File: config.mk
export PLATFORM = sky130hd
export DESIGN_NAME = mmio_timer
export DESIGN_NICKNAME = d
export VERILOG_FILES = /design/src/rtl/mmio_timer.sv
export SDC_FILE = /design/constraint.sdc
export NUM_CORES = 1
export LEC_CHECK = 0
export BUFFER_PORTS_ARGS = -buffer_cell sky130_fd_sc_hd__buf_4
export CORE_MARGIN = 4
export CORE_UTILIZATION = 55
export DETAILED_ROUTE_END_ITERATION = 8
export PLACE_DENSITY_LB_ADDON = 0.2
export SYNTH_ARGS = -nofsm -noshare
export SYNTH_HDL_FRONTEND = slang
export SYNTH_SLANG_ARGS = --single-unit
File: constraint.sdc
create_clock -name clk -period 5.15 [get_ports clk]
set_clock_uncertainty 0.05 [all_clocks]
set_input_delay 0.2575 -clock clk [delete_from_list [all_inputs] [get_ports clk]]
set_output_delay 0.2575 -clock clk [all_outputs]
set_load 0.005 [all_outputs]
File: src/rtl/mmio_timer.sv
// mmio_timer
//   Memory-mapped countdown timer responding to the CPU load/store port.
//   A 16-byte register window at BASE_ADDR holds CTRL, PRESET and COUNT.
//   A three-state FSM counts COUNT down to zero and raises an interrupt
//   flag, either once (one-shot) or periodically (auto-reload).
//
// Ports
//   clk    in   system clock, all state changes on the rising edge
//   reset  in   synchronous active-low reset
//   addr   in   32-bit CPU data address
//   wdata  in   32-bit lane-aligned store data
//   we     in   store strobe, meaningful only when hit is high
//   be     in   4-bit byte enables for stores
//   hit    out  addr selects a mapped register of the window (comb.)
//   rdata  out  read data, zero when hit is low (comb.)
//   irq    out  IRQ_FLAG & CTRL.IM
//
// Register map (offset addr[3:2])
//   0x0 CTRL   [0] EN, [2:1] MODE, [3] IM, upper bits read 0
//   0x4 PRESET 32-bit R/W
//   0x8 COUNT  read-only
//   0xC unmapped

module mmio_timer #(
  parameter logic [31:0] BASE_ADDR = 32'h0000_7F00
) (
  input  logic        clk,
  input  logic        reset,
  input  logic [31:0] addr,
  input  logic [31:0] wdata,
  input  logic        we,
  input  logic [3:0]  be,
  output logic        hit,
  output logic [31:0] rdata,
  output logic        irq
);

  typedef enum logic [1:0] {
    S_IDLE,
    S_CNT,
    S_INT
  } state_t;

  state_t      r_state;
  state_t      w_state_nxt;

  logic        r_en;
  logic [1:0]  r_mode;
  logic        r_im;
  logic [31:0] r_preset;
  logic [31:0] r_count;
  logic        r_irq_flag;

  logic        w_hit;
  logic        w_wr;
  logic        w_wr_ctrl;
  logic        w_wr_preset;
  logic        w_bus_clr_flag;
  logic        w_auto;

  logic [31:0] w_count_nxt;
  logic        w_fsm_set_flag;
  logic        w_fsm_clr_flag;
  logic        w_fsm_clr_en;

  // Byte-lane select bits are not needed by word-granular decoding.
  logic        w_unused;
  assign w_unused = ^addr[1:0];

  // ---------------------------------------------------------------------------
  // Address decode and read mux
  // ---------------------------------------------------------------------------
  assign w_hit = (addr[31:4] == BASE_ADDR[31:4]) && (addr[3:2] != 2'b11);
  assign hit   = w_hit;

  always_comb begin
    rdata = '0;
    if (w_hit) begin
      case (addr[3:2])
        2'b00:   rdata = {28'b0, r_im, r_mode, r_en};
        2'b01:   rdata = r_preset;
        2'b10:   rdata = r_count;
        default: rdata = '0;
      endcase
    end
  end

  assign w_wr           = we && w_hit;
  assign w_wr_ctrl      = w_wr && (addr[3:2] == 2'b00);
  assign w_wr_preset    = w_wr && (addr[3:2] == 2'b01);
  assign w_bus_clr_flag = (w_wr_ctrl || w_wr_preset) && (be != 4'b0000);

  // Only MODE 2'b01 reloads; 2'b00 and 2'b1x both behave as one-shot.
  assign w_auto = (r_mode == 2'b01);

  assign irq = r_irq_flag && r_im;

  // ---------------------------------------------------------------------------
  // FSM: state register
  // ---------------------------------------------------------------------------
  always_ff @(posedge clk) begin
    if (!reset) begin
      r_state <= S_IDLE;
    end else begin
      r_state <= w_state_nxt;
    end
  end

  // ---------------------------------------------------------------------------
  // FSM: next state, next count and flag/enable side effects
  // ---------------------------------------------------------------------------
  always_comb begin
    w_state_nxt    = r_state;
    w_count_nxt    = r_count;
    w_fsm_set_flag = 1'b0;
    w_fsm_clr_flag = 1'b0;
    w_fsm_clr_en   = 1'b0;
    case (r_state)
      S_IDLE: begin
        if (r_en) begin
          w_count_nxt = r_preset;
          w_state_nxt = S_CNT;
        end
      end
      S_CNT: begin
        // The reload pulse from INT lasts exactly one cycle in auto mode.
        if (w_auto) begin
          w_fsm_clr_flag = 1'b1;
        end
        if (!r_en) begin
          w_state_nxt = S_IDLE;
        end else if (r_count <= 32'd1) begin
          w_count_nxt = '0;
          w_state_nxt = S_INT;
        end else begin
          w_count_nxt = r_count - 32'd1;
        end
      end
      S_INT: begin
        w_fsm_set_flag = 1'b1;
        if (w_auto) begin
          w_count_nxt = r_preset;
          w_state_nxt = S_CNT;
        end else begin
          w_fsm_clr_en = 1'b1;
          w_state_nxt  = S_IDLE;
        end
      end
      default: begin
        w_state_nxt = S_IDLE;
      end
    endcase
  end

  // ---------------------------------------------------------------------------
  // Datapath registers
  // ---------------------------------------------------------------------------
  always_ff @(posedge clk) begin
    if (!reset) begin
      r_count <= '0;
    end else begin
      r_count <= w_count_nxt;
    end
  end

  // A bus write of CTRL byte 0 overrides the FSM clearing EN in INT.
  always_ff @(posedge clk) begin
    if (!reset) begin
      r_en   <= 1'b0;
      r_mode <= 2'b00;
      r_im   <= 1'b0;
    end else begin
      if (w_wr_ctrl && be[0]) begin
        r_en   <= wdata[0];
        r_mode <= wdata[2:1];
        r_im   <= wdata[3];
      end else if (w_fsm_clr_en) begin
        r_en <= 1'b0;
      end
    end
  end

  always_ff @(posedge clk) begin
    if (!reset) begin
      r_preset <= '0;
    end else if (w_wr_preset) begin
      for (int unsigned i = 0; i < 4; i++) begin
        if (be[i]) begin
          r_preset[8*i +: 8] <= wdata[8*i +: 8];
        end
      end
    end
  end

  // The FSM setting the flag beats any clear from the bus or CNT state.
  always_ff @(posedge clk) begin
    if (!reset) begin
      r_irq_flag <= 1'b0;
    end else if (w_fsm_set_flag) begin
      r_irq_flag <= 1'b1;
    end else if (w_bus_clr_flag || w_fsm_clr_flag) begin
      r_irq_flag <= 1'b0;
    end
  end

endmodule

==> run metrics <==
initial DRC count 525; remaining global-route overflow 0; cts hold-fix bufs 0; number of remaining DRC errors 0; Slew Limit Fails 0; Final Cell Area between 5000 and 6000 um2; CTS Buf Count 9; Pint 0.810 mW; CP peak stage delay between 0.6 and 0.7 ns; Clk network pwr share 0.413; GPL Wtd Cong 0.888; Top FF cell, synth dfxtp_1; Hold WC Path Type input port to flop; die extent in y 98.1 um; worst slack at placement ~2.5 ns; diodes inserted 0; Fillers 686; sw frac 0.241; most used cell, CP or4_4; ranking of synthesized cells by area dfxtp_1, mux2i_1, nand2_1; period utilization 0.525; aggregate global-route resource usage 0.282; CTS Sinks roughly 70; Final min period between 2 and 3 ns; outcome finished clean; Worst Setup Start Kind flop; PnR worst setup slack around 2.4 ns; Wirelength per Cell 18.2 um; first-pass GRT wire length 22300 um; via/cell ratio 6.43; vias in the first global route 4620; sequential fraction of design power 0.514; crit path DAT roughly 2.9 ns; die area 9630 um2; layout cell share with drive strength beyond 1 0.205; Comb pwr share 0.073; setup tns final 0 ns; First-pass DRT Iterations 5; critical path required time between 5 and 6 ns; synthesized area 4470 um2; Area growth, synth to finish 20.1%; CP Buf/Inv Count 0; Top Family by Delay on Critical Path simple AND/OR/NAND/NOR gates; switching power 0.257 mW; clock buffer depth 2; worst skew pair latency 0.35 ns; Post-DP HPWL 9630 um; area of the multi-input gates ~2800 um2; Core ar. 7810 um2; Starting Density 0.572; Reg area 1420 um2; Hold WS a little over 0.1 ns; most frequent cell after synthesis nand2_1; endpoints failing setup 0; Post-CTS Resized 0; syn_nets 663; share of the synthesized area in the top cell type 0.318; critical-path cell list or4_4 -> or4_4 -> o31ai_4 -> o21ai_0 -> a32o_1; Hold Vio Cnt, Final 0; actual slew at the worst max-slew pin 1.10 ns; Post-Synthesis Cells 590; max_cap viols 0; sequential area share after synthesis 0.318; Max transition margin 0.261; Yosys Warn Count 0; CTS tree done; Power Dens Cells 199 nW/um2; critical path endpoint category flop; clock-pin slew on the worst setup and hold paths about 0.08 ns; Root Buffer clkbuf_8; Yosys cell types 59; RSZ-0062 raised after global routing false; antenna violations before repair 0; Synth area leader dfxtp_1; f_max around 0.37 GHz; Layout Nets 728; H-tree Lvls 3; CP max stage cell o31ai_4; Post-synth ARST share 0; LEAKAGE between 2 and 2.5 nW; list of most frequent post-synthesis cells nand2_1, dfxtp_1, nor2_1, clkbuf_1, mux2i_1; routed via count 4900; Cell Rows 32; I/O pins 105; Synth Register Bits between 70 and 80; setup bufs post-CTS 0; placed inst area 5170 um2; DRT antenna net count 0; critical-path maximum fanout 15; VDD IR max 0.149 mV; WS Path Type flop to flop; largest net degree at the start of global routing 81; Die X 98.1 um; syn avg cell area 7.57 um2; Post-Route WL 13900 um; number of flops mapped to enable cells by yosys 0; Port-buffer cells 102
==> state kept, by name, summed over array words and instances (netlist names) <==
name and count:
r_count 32, r_en 1, r_im 1, r_irq_flag 1, r_mode 2, r_preset 32, r_state 2
==> layout make-up <==
| type | count | share of cell area |
|---|---|---|
| inverters | 11 | 0.00770 |
| well taps | 102 | 0.0238 |
| flip-flops and latches | 71 | 0.265 |
| clock inverters | 6 | 0.0114 |
| clock buffers | 10 | 0.0238 |
| multi-input cells | 454 | 0.517 |
| repair buffers | 108 | 0.151 |
==> path summary, 6_finish.rpt <==
check,startpoint,end,slack [ns],depth (start not counted)
setup / recovery,r_count[17],r_count[2],2.45,5
hold / removal,wdata[2],r_mode[1],0.10,3
setup reg to reg,r_count[17],r_count[2],2.45,5
hold reg to reg,r_preset[27],r_preset[27],0.44,2
==> layout by cell type, fill, tap and decap left out, drive strengths merged, types with 3 or more instances in the layout <==
cell,synthesis,routed
clkinv,1,5
or3,5,5
a221oi,3,3
clkbuf,42,10
nand4,10,10
and4,6,6
inv,10,10
mux2i,41,41
nand3,24,24
nor2,64,64
dfxtp,71,71
and3,7,7
a21oi,19,19
a21o,3,3
a22oi,31,31
or4,16,16
a32o,3,3
nor4b,3,3
nor2b,4,4
nor4,25,25
o22ai,4,4
o31a,4,4
a31oi,13,13
nor3,11,11
buf,12,108
a32oi,6,6
o31ai,8,8
o21ai,8,8
nand2,103,103
or2,3,3
==> stage by stage <==
stage / instances / utilization / power, mW
after CTS: 762 / 0.687 / 1.07
final: 762 / 0.687 / 1.07
after global placement: 746 / 0.663 / 0.637
after detailed placement: 746 / 0.663 / 0.638
after floorplan: 590 / - / 0.590
after global routing: 762 / 0.687 / 1.10
==> power by group through the flow <==
stage	Clock (mW)	Combinational (mW)	Sequential, mW
after global routing	0.467	0.0836	0.548
after global placement	0	0.0761	0.561
after CTS	0.442	0.0773	0.548
final	0.441	0.0776	0.548
after floorplan	0	0.0286	0.561
after detailed placement	0	0.0771	0.561
==> cell families (layout without fill, tap and decap cells) <==
logic type	count (synthesis)	in the layout	synth area share
DFF	71	71	0.318
and+or+nand+nor	293	293	0.332
adders and majority gates	2	2	0.00560
AOI/OAI and AO/OA	118	118	0.190
muxes	41	41	0.0919
buffers and inverters	65	135	0.0622
==> per-layer routing <==
layer | vias to the layer above | GRT usage | routed length, um
met1 | 2275 | 0.382 | 5670
met2 | 289 | 0.435 | 6340
met5 | - | 0 | 0
met4 | 0 | 0.102 | 262
li1 | 2301 | - | -
met3 | 35 | 0.0700 | 1600
==> worst register-to-register path, cell delays in order, from the launching register on <==
cell and delay (ns):
dfxtp_1 0.41, or4_4 0.56, or4_4 0.52, o31ai_4 0.62, o21ai_0 0.15, a32o_1 0.28
(Power assumes the default switching activity.)
